$ cat config.mk
export PLATFORM = sky130hd
export DESIGN_NAME = esl_clk_check_flag_gen
export DESIGN_NICKNAME = d
export VERILOG_FILES = /design/src/rtl/esl_clk_check_pkg.sv /design/src/rtl/esl_clk_check_flag_gen.sv
export SDC_FILE = /design/constraint.sdc
export NUM_CORES = 1
export LEC_CHECK = 0
export BUFFER_PORTS_ARGS = -buffer_cell sky130_fd_sc_hd__buf_4
export CAP_MARGIN = 20
export CORE_MARGIN = 3
export CORE_UTILIZATION = 55
export DETAILED_ROUTE_END_ITERATION = 10
export GPL_ROUTABILITY_DRIVEN = 0
export HOLD_SLACK_MARGIN = 0.12
export PLACE_DENSITY = 0.86
export SLEW_MARGIN = 5
export SYNTH_ARGS = -nofsm -noshare
export SYNTH_HDL_FRONTEND = slang
export SYNTH_SLANG_ARGS = --single-unit
$ cat constraint.sdc
create_clock -name ref_clk -period 4.35 [get_ports ref_clk]
set_clock_uncertainty 0.1 [all_clocks]
set_input_delay 0.435 -clock ref_clk [delete_from_list [all_inputs] [get_ports ref_clk]]
set_output_delay 0.435 -clock ref_clk [all_outputs]
set_load 0.02 [all_outputs]
$ cat src/rtl/esl_clk_check_pkg.sv
// Shared definitions for the clock-check block: result encoding, flag-generator
// FSM states and a common state-code type used when decoding FSMs from registers.
package esl_clk_check_pkg;

    localparam logic [1:0] RES_OK      = 2'b00;
    localparam logic [1:0] RES_SLOW    = 2'b01;
    localparam logic [1:0] RES_FAST    = 2'b10;
    localparam logic [1:0] RES_STOPPED = 2'b11;

    typedef enum logic [1:0] {
        MONITOR   = 2'd0,
        FAULTED   = 2'd1,
        INT_ERROR = 2'd2
    } flag_state_e;

    typedef logic [3:0] fsm_state_code_t;

    // Flag-generator states occupy the upper half of the shared code space.
    localparam fsm_state_code_t FLAG_CODE_BASE = 4'h8;

    function automatic fsm_state_code_t flag_state_code(input flag_state_e state);
        return FLAG_CODE_BASE | fsm_state_code_t'(state);
    endfunction

    function automatic logic [1:0] classify(input logic stopped,
                                            input logic below_lo,
                                            input logic above_hi);
        if (stopped)
            return RES_STOPPED;
        else if (below_lo)
            return RES_SLOW;
        else if (above_hi)
            return RES_FAST;
        else
            return RES_OK;
    endfunction

endpackage

$ cat src/rtl/esl_clk_check_flag_gen.sv
// Classifies each end-of-window cut-clock count, filters transient failures and
// drives a sticky dual-rail clock-fault flag plus the latched internal-error flag.
module esl_clk_check_flag_gen
    import esl_clk_check_pkg::*;
#(
    parameter  int CNT_W      = 16,
    parameter  int FAIL_LIMIT = 3,
    localparam int FCW        = $clog2(FAIL_LIMIT + 1)
) (
    input  logic             ref_clk,
    input  logic             ref_rst_n,
    input  logic             en_flag_gen,
    input  logic             cut_clock_stopped,
    input  logic [CNT_W-1:0] cut_count,
    input  logic [CNT_W-1:0] thresh_lo,
    input  logic [CNT_W-1:0] thresh_hi,
    input  logic             clear_flags,
    output logic             check_done,
    output logic [1:0]       last_result,
    output logic [FCW-1:0]   fail_count,
    output logic             clk_fault,
    output logic             clk_fault_n,
    output logic [1:0]       fault_cause,
    output logic             flag_int_error
);

    localparam logic [FCW-1:0] LIMIT = FCW'(FAIL_LIMIT);

    flag_state_e    state_q;
    logic           check_done_q;
    logic [1:0]     last_result_q;
    logic [FCW-1:0] fail_count_q;
    logic           clk_fault_q;
    logic           clk_fault_n_q;
    logic [1:0]     fault_cause_q;
    logic           int_error_q;
    logic           en_prev_q;

    logic [1:0]     result_d;
    logic           clear_d;
    logic [FCW-1:0] fail_base_d;
    logic [FCW-1:0] fail_count_d;
    logic           fault_d;
    logic           int_error_d;

    // A clear in the same cycle as an evaluation takes effect first, so the
    // evaluation counts from zero and may re-fault from a freshly cleared state.
    always_comb begin
        result_d    = classify(cut_clock_stopped, cut_count < thresh_lo, cut_count > thresh_hi);
        clear_d     = clear_flags && (state_q != INT_ERROR);
        fail_base_d = clear_d ? '0 : fail_count_q;
        if (result_d == RES_OK)
            fail_count_d = '0;
        else if (result_d == RES_STOPPED || fail_base_d >= LIMIT)
            fail_count_d = LIMIT;
        else
            fail_count_d = fail_base_d + FCW'(1);
        fault_d     = (fail_count_d == LIMIT) && ((state_q == MONITOR) || clear_d);
        int_error_d = (en_flag_gen && (thresh_lo > thresh_hi))
                   || (en_flag_gen && en_prev_q)
                   || (clk_fault_q == clk_fault_n_q);
    end

    always_ff @(posedge ref_clk) begin
        if (!ref_rst_n) begin
            state_q       <= MONITOR;
            check_done_q  <= 1'b0;
            last_result_q <= RES_OK;
            fail_count_q  <= '0;
            clk_fault_q   <= 1'b0;
            clk_fault_n_q <= 1'b1;
            fault_cause_q <= RES_OK;
            int_error_q   <= 1'b0;
            en_prev_q     <= 1'b0;
        end else begin
            en_prev_q    <= en_flag_gen;
            check_done_q <= 1'b0;
            case (state_q)
                INT_ERROR: begin
                    clk_fault_q   <= 1'b1;
                    clk_fault_n_q <= 1'b0;
                    int_error_q   <= 1'b1;
                end
                default: begin
                    if (int_error_d) begin
                        state_q       <= INT_ERROR;
                        clk_fault_q   <= 1'b1;
                        clk_fault_n_q <= 1'b0;
                        int_error_q   <= 1'b1;
                    end else begin
                        if (clear_d) begin
                            state_q       <= MONITOR;
                            clk_fault_q   <= 1'b0;
                            clk_fault_n_q <= 1'b1;
                            fault_cause_q <= RES_OK;
                            fail_count_q  <= '0;
                        end
                        // Once faulted, the first cause is kept until software clears it.
                        if (en_flag_gen) begin
                            check_done_q  <= 1'b1;
                            last_result_q <= result_d;
                            fail_count_q  <= fail_count_d;
                            if (fault_d) begin
                                state_q       <= FAULTED;
                                clk_fault_q   <= 1'b1;
                                clk_fault_n_q <= 1'b0;
                                fault_cause_q <= result_d;
                            end
                        end
                    end
                end
            endcase
        end
    end

    assign check_done     = check_done_q;
    assign last_result    = last_result_q;
    assign fail_count     = fail_count_q;
    assign clk_fault      = clk_fault_q;
    assign clk_fault_n    = clk_fault_n_q;
    assign fault_cause    = fault_cause_q;
    assign flag_int_error = int_error_q;

endmodule

Word level (Yosys, flattened, before mapping) --
Cells that the tools add are included.
Operators by class: add/sub/neg operators 1, multiply operators 0, div/mod/pow operators 0, magnitude comparators 4, eq/ne operators 5, shifts and indexed selects 0, mux-type cells 27, bitwise logic cells 3, reductions and logical operators 14
Operators by type and width (count):
- greater-than comparator 16 bit | 2
- two-way mux 2 bit | 14
- less-than comparator 16 bit | 1
- two-way mux 1 bit | 13
- equality test 2 bit, second input constant | 3
- logical AND 1 bit | 4
- zero test 2 bit | 2
- logical OR 1 bit | 4
- NOT 1 bit | 3
- AND reduction 3 bit | 1
- OR reduction 3 bit | 1
- adder 2 x 1 -> 2 bit, second input constant | 1
- greater-or-equal comparator 2 bit, second input constant | 1
- != test 2 bit, second input constant | 1
- AND reduction 2 bit | 1
- nonzero test 2 bit | 1
- equality test 1 bit | 1
Word-level totals: register bits 13, latch bits 0, memory bits (writable) 0, ROM bits 0, input port bits 53, output and inout port bits 10, logic and storage cells 63, memories kept 0

Longest topological paths before layout --
depth after elaboration 14, mapped depth 9, gate-level depth less buffers 9

Worst setup path after synthesis --
OpenSTA, ideal clock, no wires.
kind input port to flip-flop, start point in thresh_hi[14], end point reg fail_count_q[0] (netlist: fail_count[0]), library setup time 0.122 ns, data arrival time 2.061 ns, data required time 4.128 ns, slack 2.068 ns, stages 9, buffers on the path 0, path through inv_1 ha_1 a21oi_1 nand2_1 a221o_1 o31ai_1 a31o_4 a2bb2oi_1 a21oi_2
Between the ends: cells in the longest elaborated chain, start to end 9, elaborated cells between the ends (all ways) 16, those cells by class order compare (2); eq/ne (1); mux (6); bitwise (1); reduce/logical (6)
RTL lines:
- start, declared | RTL line esl_clk_check_flag_gen.sv:16 | input logic [CNT_W-1:0] thresh_hi,
- greater-than comparator 16 bit | RTL line esl_clk_check_flag_gen.sv:49 | result_d = classify(cut_clock_stopped, cut_count < thresh_lo, cut_count > thresh_hi);
- two-way mux 2 bit | RTL line esl_clk_check_pkg.sv:32 | else if (above_hi)
- two-way mux 2 bit | RTL line esl_clk_check_pkg.sv:30 | else if (below_lo)
- two-way mux 2 bit | RTL line esl_clk_check_pkg.sv:28 | if (stopped)
- equality test 2 bit | RTL line esl_clk_check_flag_gen.sv:54 | else if (result_d == RES_STOPPED || fail_base_d >= LIMIT)
- logical OR 1 bit | RTL line esl_clk_check_flag_gen.sv:54
- two-way mux 2 bit | RTL line esl_clk_check_flag_gen.sv:54
- two-way mux 2 bit | RTL line esl_clk_check_flag_gen.sv:52 | if (result_d == RES_OK)
- two-way mux 2 bit | RTL line esl_clk_check_flag_gen.sv:99 | if (en_flag_gen) begin
- end signal, assigned | RTL line esl_clk_check_flag_gen.sv:102 | fail_count_q <= fail_count_d;
- end, declared | RTL line esl_clk_check_flag_gen.sv:32 | logic [FCW-1:0] fail_count_q;
Several ways; a longest one is shown, not always the timed one. A chain may end at the register's enable or synchronous reset.

Worst setup path after layout --
start point reg state_q[0], end point reg fault_cause_q[1] (netlist: fault_cause[1])
Between the ends: cells in the longest elaborated chain, start to end 11, elaborated cells between the ends (all ways) 18, those cells by class add/sub (1); order compare (1); eq/ne (3); mux (6); bitwise (1); reduce/logical (6)
RTL lines:
- start, declared | RTL line esl_clk_check_flag_gen.sv:29 | flag_state_e state_q;
- start signal, assigned | RTL line esl_clk_check_flag_gen.sv:66 | state_q <= MONITOR;
- start signal, assigned | RTL line esl_clk_check_flag_gen.sv:86 | state_q <= INT_ERROR;
- start signal, assigned | RTL line esl_clk_check_flag_gen.sv:92 | state_q <= MONITOR;
- != test 2 bit | RTL line esl_clk_check_flag_gen.sv:50 | clear_d = clear_flags && (state_q != INT_ERROR);
- logical AND 1 bit | RTL line esl_clk_check_flag_gen.sv:50
- two-way mux 2 bit
- greater-or-equal comparator 2 bit | RTL line esl_clk_check_flag_gen.sv:54
- logical OR 1 bit | RTL line esl_clk_check_flag_gen.sv:54
- two-way mux 2 bit | RTL line esl_clk_check_flag_gen.sv:54
- two-way mux 2 bit | RTL line esl_clk_check_flag_gen.sv:52
- equality test 2 bit | RTL line esl_clk_check_flag_gen.sv:58 | fault_d = (fail_count_d == LIMIT) && ((state_q == MONITOR) || clear_d);
- logical AND 1 bit | RTL line esl_clk_check_flag_gen.sv:58
- two-way mux 2 bit | RTL line esl_clk_check_flag_gen.sv:103 | if (fault_d) begin
- two-way mux 2 bit | RTL line esl_clk_check_flag_gen.sv:99
- end signal, assigned | RTL line esl_clk_check_flag_gen.sv:107 | fault_cause_q <= result_d;
- end, declared | RTL line esl_clk_check_flag_gen.sv:35 | logic [1:0] fault_cause_q;
Several ways; a longest one is shown, not always the timed one.

==> metrics.txt <==
# TYPE chip_impl_metric gauge
chip_impl_metric{name="routed_wl",unit="um"} 4290
chip_impl_metric{name="fin_worst_hold_slack",unit="ps"} 322
chip_impl_info{name="clk_root_buffer_cell",value="clkbuf_4"} 1
chip_impl_metric{name="critical_path.n_buffers_inverters",unit=""} 1
chip_impl_metric{name="initial_core_util",unit=""} 0.582
chip_impl_metric{name="register_area_share_after_synthesis",unit=""} 0.144
chip_impl_metric{name="timing.critical_path.slowest_cell_delay",unit="ps"} 420
chip_impl_metric{name="grt-ovfl-total",unit=""} 0
chip_impl_metric{name="synth.avg_cell_area",unit="um^2"} 8.17
chip_impl_metric{name="grt_pass1_vias",unit=""} 1698
chip_impl_metric{name="core",unit="mm^2"} 0.00310
chip_impl_info{name="grt-busiest-layer",value="met2"} 1
chip_impl_metric{name="number_of_enable_type_register_cells_in_the_synthesized_netlist",unit=""} 0
chip_impl_metric{name="fin_nets",unit=""} 388
chip_impl_info{name="tritoncts",value="done"} 1
chip_impl_metric{name="highest_attainable_clock_frequency",unit="GHz"} 0.444
chip_impl_metric{name="die_width",unit="um"} 63.3
chip_impl_metric{name="drt.antenna.violating_nets",unit=""} 0
chip_impl_metric{name="cts_made_buffers",unit=""} 3
chip_impl_metric{name="timing_worst_slew_pin_value",unit="ps"} 373
chip_impl_metric{name="grt_util_met1",unit=""} 0.298
chip_impl_metric{name="period_needed",unit="ps"} 2250
chip_impl_metric{name="crit_fanout",unit=""} 5
chip_impl_metric{name="clk_latency",unit="ps"} 280
chip_impl_metric{name="grt_max_degree",unit=""} 11
chip_impl_metric{name="slew_headroom",unit=""} 0.745
chip_impl_metric{name="synth_async_sr_flop_share",unit=""} 0
chip_impl_metric{name="number_of_synthesized_register_bits",unit=""} 13
chip_impl_metric{name="detail_route.wl_per_cell",unit="um"} 13.0
chip_impl_metric{name="sink_count_of_the_clock_tree",unit=""} 13
chip_impl_metric{name="fin_total_pwr",unit="mW"} 0.482
chip_impl_metric{name="worst_slack",unit="ps"} 2100
chip_impl_metric{name="mappedNetlistArea",unit="mm^2"} 0.00181
chip_impl_metric{name="port_buf_inserts",unit=""} 62
chip_impl_metric{name="num_antenna_cells",unit=""} 0
chip_impl_metric{name="total_number_of_yosys_warnings",unit=""} 0
chip_impl_metric{name="synth_cell_type_count",unit=""} 47
chip_impl_metric{name="hpwlAfterDp",unit="um"} 3860
chip_impl_metric{name="synth.net_count",unit=""} 322
chip_impl_metric{name="global_route_track_usage_on_met2",unit=""} 0.377
chip_impl_metric{name="synthCells",unit=""} 221
chip_impl_metric{name="drive_gt1_frac",unit=""} 0.269
chip_impl_info{name="timing.setup.critical_path_class",value="register to register"} 1
chip_impl_metric{name="clock_tree.buffer_depth",unit=""} 2
chip_impl_metric{name="drt_iter0_markers",unit=""} 94
chip_impl_metric{name="placedInstanceArea",unit="mm^2"} 0.00232
chip_impl_metric{name="grt_pass1_wl",unit="um"} 7300
chip_impl_metric{name="setup_viol",unit=""} 0
chip_impl_metric{name="initial_antenna_violation_count",unit=""} 0
chip_impl_metric{name="timing.final.hold_violations",unit=""} 0
chip_impl_metric{name="maxCapViolCount",unit=""} 0
chip_impl_info{name="critical_path.endpoint_type",value="register"} 1
chip_impl_info{name="crit_family",value="simple AND/OR/NAND/NOR gates"} 1
chip_impl_metric{name="regToRegSetupSlack",unit="ps"} 2100
chip_impl_metric{name="cts.htree.levels",unit=""} 1
chip_impl_info{name="setup.worst_path.start_class",value="register"} 1
chip_impl_metric{name="grt_util_met3",unit=""} 0.0446
chip_impl_info{name="status",value="finished clean"} 1
chip_impl_metric{name="area_delta_synth_final",unit="%"} 30.1
chip_impl_metric{name="placed_cells_incl_taps",unit=""} 326
chip_impl_metric{name="irDropWorstVdd",unit="mV"} 0.170
chip_impl_metric{name="std_cell_rows",unit=""} 20
chip_impl_info{name="cp_cell_sequence",value="nor2b_4 -> o21ai_0 -> inv_1 -> ha_1 -> a211oi_1 -> or3_1 -> nor2_1 -> o2111ai_1 -> o211ai_1"} 1
chip_impl_metric{name="boundary_pin_count",unit=""} 63
chip_impl_metric{name="p_leak",unit="nW"} 1.27
chip_impl_metric{name="layout.core_utilization",unit=""} 0.757
chip_impl_info{name="ys.flop_type",value="dfxtp_1"} 1
chip_impl_metric{name="report.final.slew_viol_count",unit=""} 0
chip_impl_metric{name="dr.pass1.iters",unit=""} 4
chip_impl_metric{name="fp.dieH",unit="um"} 63.3
chip_impl_metric{name="cts-hold-fix-buffers",unit=""} 0
chip_impl_metric{name="via_count",unit=""} 1788
chip_impl_metric{name="arrival",unit="ps"} 2350
chip_impl_metric{name="critPathRequiredTime",unit="ps"} 4450
chip_impl_metric{name="number_of_gates_resized_after_cts",unit=""} 0
chip_impl_info{name="hp_class",value="input pin to register"} 1
chip_impl_metric{name="post_cts_buffers",unit=""} 0
chip_impl_metric{name="preCtsSetupSlack",unit="ps"} 1800
chip_impl_metric{name="global_routing_usage_summed_across_all_routing_layers",unit=""} 0.222
chip_impl_metric{name="viasPerCell",unit=""} 5.42
chip_impl_metric{name="power_density",unit="mW/mm^2"} 205
chip_impl_info{name="final_cell_mix",value="62 x buf_4, 48 x ha_1, 39 x inv_1, 15 x a21oi_1, 14 x nand2_1"} 1
chip_impl_metric{name="drc_markers",unit=""} 0
chip_impl_info{name="final_common_cell",value="buf_4"} 1
chip_impl_info{name="crit_path_slowest_cell",value="or3_1"} 1
chip_impl_info{name="grt_setup_unrepaired",value="false"} 1
chip_impl_metric{name="final_cells",unit=""} 330
chip_impl_metric{name="worst_setup_hold_path_clk_slew",unit="ps"} 80
chip_impl_metric{name="design_area",unit="mm^2"} 0.00235
chip_impl_metric{name="die_area",unit="mm^2"} 0.00401
chip_impl_metric{name="post-route-period-util",unit=""} 0.518
chip_impl_metric{name="setup_tns",unit="ps"} 0
final timing paths:
check	start	to	cells past startpoint
worst max register to register	state_q[0]$_SDFFE_PN0N_	fault_cause[1]$_SDFFE_PN0P_	9
worst min register to register	state_q[1]$_SDFFE_PN0N_	state_q[1]$_SDFFE_PN0N_	2
worst min-delay path	ref_rst_n	clk_fault_n$_SDFF_PN1_	2
worst max-delay path	state_q[0]$_SDFFE_PN0N_	fault_cause[1]$_SDFFE_PN0P_	9
Yosys cell counts (4+ instances only):
| cell type | number | area (um^2) |
|---|---|---|
| nand3_1 | 10 | 50.1 |
| nand4_1 | 5 | 31.3 |
| a21oi_1 | 15 | 75.1 |
| nand2_1 | 14 | 52.6 |
| inv_1 | 39 | 146 |
| o21a_1 | 4 | 30.0 |
| nor2_1 | 8 | 30.0 |
| o21ai_0 | 9 | 45.0 |
| dfxtp_1 | 13 | 260 |
| ha_1 | 48 | 601 |
| nor3_1 | 4 | 20.0 |
| a21o_1 | 5 | 37.5 |
power by group:
group | switching (mW) | total [mW] | leakage [nW] | internal [mW]
sequential | 0.0103 | 0.145 | 0.107 | 0.135
clock | 0.0397 | 0.0753 | 0.0150 | 0.0356
combinational | 0.137 | 0.262 | 1.14 | 0.124
total | 0.187 | 0.482 | 1.27 | 0.295
final cells by class:
class,count,area (um^2)
flip-flops and latches,13,260
multi-input cells,168,1400
clock buffers,4,26.3
repair buffers,62,465
fillers,266,754
inverters,39,146
well taps,44,55.1
state kept, by name (all words and copies together) (netlist names):
signal          flops
clk_fault           1
state_q             2
last_result         2
fault_cause         2
flag_int_error      1
fail_count          2
clk_fault_n         1
check_done          1
en_prev_q           1
layer usage:
| metal | up-vias | share of wire |
|---|---|---|
| met1 | 796 | 0.48 |
| met2 | 54 | 0.46 |
| met4 | 0 | 0.0028 |
| met5 | - | 0 |
| met3 | 2 | 0.060 |
| li1 | 936 | - |
kinds of logic (layout without fill, tap and decap cells):
group                    count (synthesis)  in the layout  synth area share
adder cells (fa/ha/maj)                 48             48             0.333
buffers and inverters                   40            105            0.0832
flip-flops                              13             13             0.144
XOR/XNOR                                 1              1           0.00485
multiplexers                             1              1           0.00554
AO/OA/AOI/OAI                           59             59             0.239
AND/OR/NAND/NOR                         59             59             0.191
Note: power is estimated with default switching activity, not from simulation.
